<file path="config.mk">
export PLATFORM = sky130hd
export DESIGN_NAME = si_mem_arbiter
export DESIGN_NICKNAME = d
export VERILOG_FILES = /design/src/rtl/si_mem_arbiter.sv
export SDC_FILE = /design/constraint.sdc
export NUM_CORES = 1
export LEC_CHECK = 0
export BUFFER_PORTS_ARGS = -buffer_cell sky130_fd_sc_hd__buf_2
export CORE_ASPECT_RATIO = 1.1
export CORE_MARGIN = 5
export CORE_UTILIZATION = 38
export CTS_BUF_LIST = sky130_fd_sc_hd__clkbuf_16
export DETAILED_ROUTE_END_ITERATION = 6
export GPL_ROUTABILITY_DRIVEN = 0
export GPL_TIMING_DRIVEN = 0
export PLACE_DENSITY = 0.88
export SYNTH_ARGS = -nofsm -noshare
export SYNTH_HDL_FRONTEND = slang
export SYNTH_SLANG_ARGS = --single-unit
</file>
<file path="constraint.sdc">
create_clock -name clk -period 2.39 [get_ports clk]
set_input_delay 0.478 -clock clk [delete_from_list [all_inputs] [get_ports clk]]
set_output_delay 0.478 -clock clk [all_outputs]
set_load 0.02 [all_outputs]
</file>
<file path="src/rtl/si_mem_arbiter.sv">
// Shares the core's single memory port between instruction fetch and load/store, one transaction at a time.
// Load/store wins ties; instruction fetch is forced through after STARVE_MAX consecutive load/store grants it sat out.
module si_mem_arbiter #(
  parameter int MEM_AW     = 32,
  parameter int MEM_DW     = 32,
  parameter int STARVE_MAX = 4
) (
  input  logic              clk,
  input  logic              rst,
  input  logic              if_req_i,
  input  logic [MEM_AW-1:0] if_addr_i,
  output logic              if_gnt_o,
  output logic              if_rvalid_o,
  output logic [MEM_DW-1:0] if_rdata_o,
  input  logic              ls_req_i,
  input  logic              ls_we_i,
  input  logic [MEM_AW-1:0] ls_addr_i,
  input  logic [MEM_DW-1:0] ls_wdata_i,
  output logic              ls_gnt_o,
  output logic              ls_rvalid_o,
  output logic [MEM_DW-1:0] ls_rdata_o,
  output logic              mem_req_o,
  output logic              mem_we_o,
  output logic [MEM_AW-1:0] mem_addr_o,
  output logic [MEM_DW-1:0] mem_wdata_o,
  input  logic              mem_gnt_i,
  input  logic              mem_rvalid_i,
  input  logic [MEM_DW-1:0] mem_rdata_i,
  output logic              busy_o
);

  typedef enum logic [1:0] {S_IDLE, S_ISSUE, S_WAIT} state_t;

  localparam logic [3:0] STARVE_LIM = 4'(STARVE_MAX);

  state_t            state_q, state_d;
  logic [3:0]        cnt_q, cnt_d;
  logic              owner_q, owner_d;  // 1 = load/store owns the transaction
  logic              we_q, we_d;
  logic [MEM_AW-1:0] addr_q, addr_d;
  logic [MEM_DW-1:0] wdata_q, wdata_d;

  logic if_win, ls_win, accept, resp;

  assign if_win = if_req_i && (!ls_req_i || (cnt_q == STARVE_LIM));
  assign ls_win = ls_req_i && !if_win;

  always_ff @(posedge clk or posedge rst) begin
    if (rst) begin
      state_q <= S_IDLE;
      cnt_q   <= '0;
      owner_q <= 1'b0;
      we_q    <= 1'b0;
      addr_q  <= '0;
      wdata_q <= '0;
    end else begin
      state_q <= state_d;
      cnt_q   <= cnt_d;
      owner_q <= owner_d;
      we_q    <= we_d;
      addr_q  <= addr_d;
      wdata_q <= wdata_d;
    end
  end

  always_comb begin
    state_d = state_q;
    cnt_d   = cnt_q;
    owner_d = owner_q;
    we_d    = we_q;
    addr_d  = addr_q;
    wdata_d = wdata_q;
    case (state_q)
      S_IDLE: begin
        if (if_win || ls_win) begin
          state_d = S_ISSUE;
          owner_d = ls_win;
          we_d    = ls_win && ls_we_i;
          addr_d  = ls_win ? ls_addr_i : if_addr_i;
          wdata_d = ls_win ? ls_wdata_i : '0;
          // Only a load/store grant that bypassed a waiting fetch counts toward starvation
          if (if_win || !if_req_i) cnt_d = '0;
          else if (cnt_q != STARVE_LIM) cnt_d = cnt_q + 4'd1;
        end
      end
      S_ISSUE: begin
        if (mem_gnt_i) state_d = mem_rvalid_i ? S_IDLE : S_WAIT;
      end
      S_WAIT: begin
        if (mem_rvalid_i) state_d = S_IDLE;
      end
      default: state_d = S_IDLE;
    endcase
  end

  // Responses are accepted only once the request has been granted by memory
  assign accept = ((state_q == S_ISSUE) && mem_gnt_i) || (state_q == S_WAIT);
  assign resp   = accept && mem_rvalid_i;

  always_comb begin
    if_gnt_o    = !rst && (state_q == S_IDLE) && if_win;
    ls_gnt_o    = !rst && (state_q == S_IDLE) && ls_win;
    mem_req_o   = (state_q == S_ISSUE);
    mem_we_o    = mem_req_o && we_q;
    mem_addr_o  = addr_q;
    mem_wdata_o = wdata_q;
    if_rvalid_o = resp && !owner_q;
    ls_rvalid_o = resp && owner_q;
    if_rdata_o  = if_rvalid_o ? mem_rdata_i : '0;
    ls_rdata_o  = ls_rvalid_o ? mem_rdata_i : '0;
    busy_o      = (state_q != S_IDLE);
  end

endmodule

</file>
==> impl_summary.md, run 1 <==
Status
The flow ran to the end, and the final reports show no timing, DRC or antenna violations.

Pwr
The sequential share of power is ~30%. The analysis attributes to net switching a power of around 0.0032 W. Net switching is 45.0% of the power. The power share of the clock group is 19.3%. In this run the static leakage power is 3.05 nW. Total power for the finished layout comes to 0.00709 W.

In this run the power density over the cells is 1190 nW/um^2. VDD sags by at most 0.000663 V. The share of total power dissipated in combinational logic is just over 50%.

The internal power is roughly 0.004 W.

STA
The setup clock skew after layout is ~0.011 ns. Setup violations remaining at the end of the flow were counted as 0. The number of endpoints with negative hold slack in the final report was 0.

The worst setup margin is 0.0514 ns. Based on the critical path, the design can be clocked at up to 428 MHz. The ratio of final minimum period to clock period is just under 100%. The tightest slew margin relative to the limit is 67.8%.

Setup repair after global routing could not meet its margin everywhere. The worst hold-check slack is 0.197 ns. The transition at the pin with the smallest max-transition slack is 0.483 ns.

The shortest clock period the worst path allows after layout is about 2.3 ns. The number of pins exceeding their max-slew limit in the final report is 0.

Critical path
The required time of the worst setup path is approximately 1.9 ns. The critical path goes through nand3b_4, a211oi_4, buf_4, buf_6, and2_1, buf_2. The cell family contributing the most delay on the critical path is buffers and inverters.

The critical path data arrival time is 1.86 ns. In this run the critical register-to-register path is launched from cnt_q[0]. The category of the worst setup path launch point is a flop. The largest single stage delay on the critical path is roughly 0.44 ns. The number of buffers and inverters on the critical path is 3.

The path type of the worst setup path is reg -> out. The critical-path cell with the highest stage delay is dfrtp_2. The critical path starts at state_q[1]. Along the worst path, the maximum fanout reaches 10. The kind of end point of the critical path is an output port.

Die
The die is 118 um tall. The total area inside the core boundary comes to 10,300 um^2. Measured along the x axis, the die boundary spans about 110 um. Once the floorplan was initialized, standard cells occupied between 30% and 40% of the core. For this design the top-level I/O count stands at between 200 and 300. After floorplanning, the core was divided into 39 placement rows. The overall die area is between 10,000 and 15,000 um^2.

Yosys
The register bit count reported by yosys is 72. In this run the biggest area consumer among cell types represents between 40% and 50% of the synthesized area. After synthesis, the cell types taking the most area are dfrtp_1, and2_1, nand3_1.

Counting flops with an async set or reset pin after synthesis yields a share of 100%. Synthesis produced a netlist with a net count of between 500 and 600. Synthesis produced a netlist whose cell count is between 400 and 500. For this run, the number of Yosys warnings is 0. The number of flops mapped to enable cells by yosys is 0. The largest total area in the synthesized netlist belongs to dfrtp_1. Among all flip-flop cells after synthesis, the most frequent one is dfrtp_1. The most instantiated library cell after synthesis is dfrtp_1. Sorting the synthesized cells by how often they occur yields dfrtp_1, nand3_1, and2_1, o21ai_0, o2bb2ai_1. Averaged over all synthesized cells, the footprint is about 9.4 um^2. The number of distinct library cell variants in the gate-level netlist after synthesis is 36. The combined area of all synthesized cells is 4010 um^2.

After synthesis, flip-flops and latches occupy between 40% and 50% of the total area.

Placed design
In this run the cell area measured after placement is around 5600 um^2. The number of port buffers is approximately 270. In this run, placement finished with an instance count of 838. The estimated wirelength of the detail-placed design is 11,700 um. The post-place setup slack is 0.185 ns.

Clocking
The H-tree was split into 3 levels. The master cell of the clock root buffer is clkbuf_16. After clock tree synthesis, the flow added hold-fix buffers numbering 0. The source-to-sink clock delay at the later pin of the worst-skew pair is 0.33 ns.

Clock-pin slew was measured on the worst setup and hold paths at 0.07 ns. The tree built by TritonCTS fans out to 72 sinks. The number of CTS-inserted buffers is 9. TritonCTS built the clock tree. The number of buffers on the longest clock path is 2.

Routing
The pre-antenna-repair detailed-routing pass consisted of 5 iterations. In the routed design, unresolved DRC markers number 0. Summing over every cut layer, the via total after detailed routing is about 4,600.

The number of design-rule violations left by the first detailed-router iteration is 287. Using the TritonRoute via totals, the vias-per-cell ratio works out to around 5.3. Wires add up to 15,200 um. The final routed wire length divided by cell count is between 15 and 20 um. The detail route stage leaves a number of antenna-violating nets equal to 0.

Worst hold path
The class of the tightest hold or removal check is in -> async.

Global route
The total grt overflow is 0. Global routing consumed, over all layers together, 23.3% of the routing resources. The first-pass GRT wire length is ~24,000 um. The number of antenna violations at the first check in global routing is 0.

Entering global routing, the biggest net connects 40 pins. The via count of the first global-routing pass is 4,493.

Flow run
The tool flagged a number of max-cap violations equal to 0.

Cells and area
The final instance area is 5940 um^2. The signed area change from the synthesized netlist to the final layout is 48.0%. Cells with a size suffix above 1 make up 46.7% of the layout. The number of nets in the final layout is 847. The antenna cell count is 0. The number of cells in the finished layout apart from fillers is 858.
-- worst register-to-register path: cells and delay by family (launching register included) --
family | cells | cell delay (ns)
and+or+nand+nor | 2 | 0.53
AOI/OAI and AO/OA | 1 | 0.21
buffers and inverters | 3 | 0.35
adders and majority gates | 1 | 0.19
DFF | 1 | 0.42
-- state kept, by name (all words and copies together) (netlist names) --
signal       cells
cnt_q            4
mem_addr_o      32
mem_wdata_o     32
owner_q          1
state_q          2
we_q             1
-- placed cells by master (no fill, tap or decap), drive strengths merged --
cell type,n
nand2,2
buf,304
nand4,33
clkinvlp,2
clkinv,1
nor3,1
nand4b,2
a22oi,1
o21ai,38
ha,2
o31ai,2
inv,11
or2,1
bufinv,1
nand3b,2
a21oi,1
o211ai,33
or4,1
nand2b,2
a211oi,2
a2111oi,1
o2bb2ai,34
clkbuf,29
dfrtp,72
nor2,2
nor2b,1
and2,66
nand3,68
-- final cells by class --
| type | instances | area, um^2 |
|---|---|---|
| Inverter | 8 | 32.5 |
| Fill cell | 958 | 4410 |
| Clock buffer | 9 | 225 |
| Sequential cell | 72 | 1800 |
| Multi-Input combinational cell | 295 | 1940 |
| Buffer | 49 | 279 |
| Timing Repair Buffer | 275 | 1400 |
| Tap cell | 143 | 179 |
| Clock inverter | 7 | 76.3 |
-- path summary, 6_finish.rpt --
kind	to	slack, ns	cells after the start
worst max-delay path	ls_rdata_o[11]	0.05	6
worst min-delay path	mem_addr_o[7]	0.20	2
min in group clk	state_q[1]	0.32	2
worst min register to register	mem_wdata_o[1]	0.48	1
max in group asynchronous	mem_wdata_o[30]	1.63	3
worst max register to register	mem_addr_o[4]	0.60	7
-- through the flow --
step | utilization, % | TNS [ns]
after global placement | 53.5 | -64.58
final | 57.4 | 0
after floorplan | - | 0
after global routing | 57.4 | -0.0996
after CTS | 56.8 | 0
after detailed placement | 53.8 | 0
-- logic make-up (layout without fill, tap and decap cells) --
kind of cell | count (synthesis) | after routing | synth area share [%]
adders and majority gates | 2 | 2 | 0.624
DFF | 72 | 72 | 44.9
AOI/OAI and AO/OA | 112 | 112 | 20.4
buffers and inverters | 58 | 348 | 7.30
and+or+nand+nor | 181 | 181 | 26.8
-- power by group through the flow --
stage	sequential, W	combinational, W	clock, W
2_1_floorplan	0.00278	0.00161	0
3_3_place_gp	0.00213	0.00347	0
3_5_place_dp	0.00214	0.00356	0
4_1_cts	0.00213	0.00357	0.00139
5_1_grt	0.00221	0.00386	0.00146
6_report	0.00214	0.00359	0.00137
-- per-layer routing --
layer  vias to the layer above  GRT usage (%)  wire length (um)
met3                        34           4.17              1080
met5                         -              0                 0
met1                      2158           31.4              6310
li1                       2148              -                 -
met4                         0           9.08               389
met2                       246           37.0              7380
-- timing repair --
| item | 4_1_cts | 5_1_grt |
|---|---|---|
| gates resized for setup | 4 | 15 |
| endpoints found under the setup margin | 17 | 59 |
| pin swaps | 0 | 2 |
| cloned | 0 | 1 |
| setup buffers | 0 | 4 |
Note: power is estimated with default switching activity, not from simulation.
==> run 2, diff against run 1 <==
- CTS_CLUSTER_SIZE: default -> 10
- PLACE_DENSITY: 0.88 -> 0.85
==> run 2 against run 1 <==
Effect of this change:
- register-to-register slack barely moved
- combinational power barely moved
- clock skew fell by 0.0042 ns
- clock power rose by 3%
- largest cell class unchanged
- worst hold slack improved by 0.0052 ns
- non-clock buffer count fell by 3
- die area did not move
- via count fell by 0.46%
- power rose by 0.52%
==> impl_summary.md, run 2 (synthesis gave the netlist of run 1 again) <==
Die
The floorplan step defined a die boundary enclosing 12,700 um^2. From left edge to right edge, the die measures 108 um. The chip height is 118 um.

The effective utilization at floorplan is 38.8%. The total number of placement rows is 39. The area inside the core boundary is 10,300 um^2.

270 I/O pins were placed.

Placed design
The cell area reported after detailed placement is 5570 um^2. The cell total after placement is 838. The number of port buffers is 269. The estimated wirelength of the detail-placed design is 11,700 um.

STA
The transition at the pin with the smallest max-transition slack is 0.521 ns. The final-report setup violation count is 0. The post-route setup TNS is 0 ns.

The number of endpoints with negative hold slack in the final report is 0. The shortest clock period the worst path allows after layout is 2.36 ns. The number of pins exceeding their max-slew limit in the final report is 0.

In this run the tightest slew margin relative to its limit is 65.3%. Setup repair after global routing could not meet its margin everywhere. The clock arrives with 0.00706 ns of skew. The worst path uses 98.8% of the clock period. The peak clock frequency supported by timing is 423 MHz.

Flow run
Max-cap violations in this run came to 0.

Routing
The final routed wire length divided by cell count is 17.7 um. The number of nets with antenna violations after detailed routing is 0. The remaining design rule violation count is 0.

The via count is 4,565. The number of design-rule violations left by the first detailed-router iteration is 294. The first detailed-routing pass took 5 iterations.

The routed via count divided by cell count is 5.34. The final wirelength is 15,100 um.

Global route
The number of antenna violations at the first check in global routing is 0. The via count of the first global-routing pass is 4,441. Global routing used 4.33% of the available met3 tracks. The total global-route track usage is ~23%. The total grt overflow is 0. The met2 usage is 36.5%.

The first-pass GRT wire length is between 20,000 and 25,000 um. The layer flagged by global routing as most heavily used is met2. Entering global routing, the biggest net connects 47 pins.

For this run, global-route usage on met1 was measured as a little under a third.

Cells and area
The commonest non-fill, non-tap cell in the layout is buf_2. Leaving out fill and tap cells, the most frequent cells in the layout are buf_2, dfrtp_1, nand3_1. Relative to the synthesized area, the layout overhead comes to 48.9%. The repair_antennas step left the layout with diodes totalling 0.

The finished cells cover 5970 um^2. Counting the fill cells in the layout gives 966. Of the cells placed in the final design, the portion with a size suffix greater than 1 is between 40% and 50%. The number of nets in the final layout is between 800 and 900. The number of cells in the finished layout apart from fillers is about 860.

Clocking
The H-tree generated during clock tree synthesis spans 3 levels. The clock passes through at most 2 buffers. TritonCTS built the clock tree. The number of clock sinks seen by CTS is between 70 and 80. The clock-pin slew reported for the worst setup and hold paths after clock tree synthesis is 0.06 ns. CTS placed an instance of clkbuf_16 at the clock tree root. The source-to-sink clock delay at the later pin of the worst-skew pair is 0.33 ns. Buffers inserted during clock tree synthesis total 9. The hold buffer count at cts is 0.

Critical path
STA puts the critical path data arrival time at 1.88 ns. The category of the worst setup path launch point is a flop. Of all nets on the critical path, the largest fanout is 10.

The kind of end point of the critical path is an output port. Together, buffers and inverters on the worst path number 2. STA puts the critical path data required time at 1.91 ns.

On the worst path, the slowest cell contributes a delay of between 0.4 and 0.5 ns. The slowest stage of the critical path belongs to the cell dfrtp_2. Broken down by cell family, the worst path's largest delay share belongs to flip-flops. Walking the worst path, the cells encountered are nand3b_4, a211oi_4, buf_4, and2_1, buf_2.

The path type of the worst setup path is reg -> out.

Pwr
The total leakage power is 3.04 nW. The power density over the cells is 1190 nW/um^2. IR analysis of the VDD net gives a maximum drop of around 0.00063 V.

Worst hold path
The class of the tightest hold or removal check is in -> async.

Status
The flow ran to the end, and the final reports show no timing, DRC or antenna violations.
## run 2: power breakdown
part | switching [W] | total (W) | internal (W)
Clock | 0.000576 | 0.00141 | 0.000833
Sequential | 0.000327 | 0.00213 | 0.00180
Combinational | 0.00231 | 0.00359 | 0.00128
Total | 0.00321 | 0.00713 | 0.00392
## run 2: routing by layer
metal | part of all wire, % | routed length, um
met2 | 48 | 7310
met1 | 41 | 6200
met5 | 0 | 0
met3 | 8.8 | 1330
met4 | 1.9 | 285
## run 2: worst reg2reg max path, stage by stage (launching register included)
cell and delay (ns):
dfrtp_1 0.42, inv_1 0.08, ha_1 0.19, nand4b_2 0.24, and2_1 0.26, buf_6 0.13, buf_6 0.14, o211ai_1 0.22
## run 2: worst paths after layout
| kind | start | end | slack [ns] | depth (start not counted) |
|---|---|---|---|---|
| setup / recovery | state_q[1] | if_rdata_o[6] | 0.03 | 5 |
| min in group clk | mem_rvalid_i | state_q[1] | 0.30 | 2 |
| hold reg to reg | mem_wdata_o[1] | mem_wdata_o[1] | 0.48 | 1 |
| max in group asynchronous | rst | state_q[1] | 1.61 | 3 |
| setup reg to reg | cnt_q[0] | mem_addr_o[22] | 0.60 | 7 |
| hold / removal | rst | mem_addr_o[2] | 0.20 | 2 |
## run 2: cell type report
| cell class | count | area, um^2 | share of cell area [%] |
|---|---|---|---|
| multi-input cells | 295 | 1960 | 32.9 |
| flip-flops and latches | 72 | 1800 | 30.2 |
| repair buffers | 272 | 1400 | 23.4 |
| plain buffers | 49 | 285 | 4.78 |
| clock buffers | 9 | 225 | 3.77 |
| well taps | 143 | 179 | 3.00 |
| clock inverters | 7 | 86.3 | 1.45 |
| inverters | 8 | 32.5 | 0.545 |
## run 2: stage by stage
step	hold WS [ns]	utilization, %	worst slack, ns	power (W)
2_1_floorplan	0.448	-	0.0871	0.00439
3_5_place_dp	0.469	53.8	0.196	0.00569
3_3_place_gp	0.468	53.5	-0.965	0.00563
6_report	0.202	57.7	0.0285	0.00713
5_1_grt	0.213	57.7	-0.0513	0.00757
4_1_cts	0.173	57.0	-0.0116	0.00714
## run 2: repair_timing
action,in CTS,in global routing
setup buffers,0,2
hold endpoints to repair,0,0
pin swaps,0,1
gates cloned,0,0
setup endpoints to repair,41,60
gates resized for setup,4,24
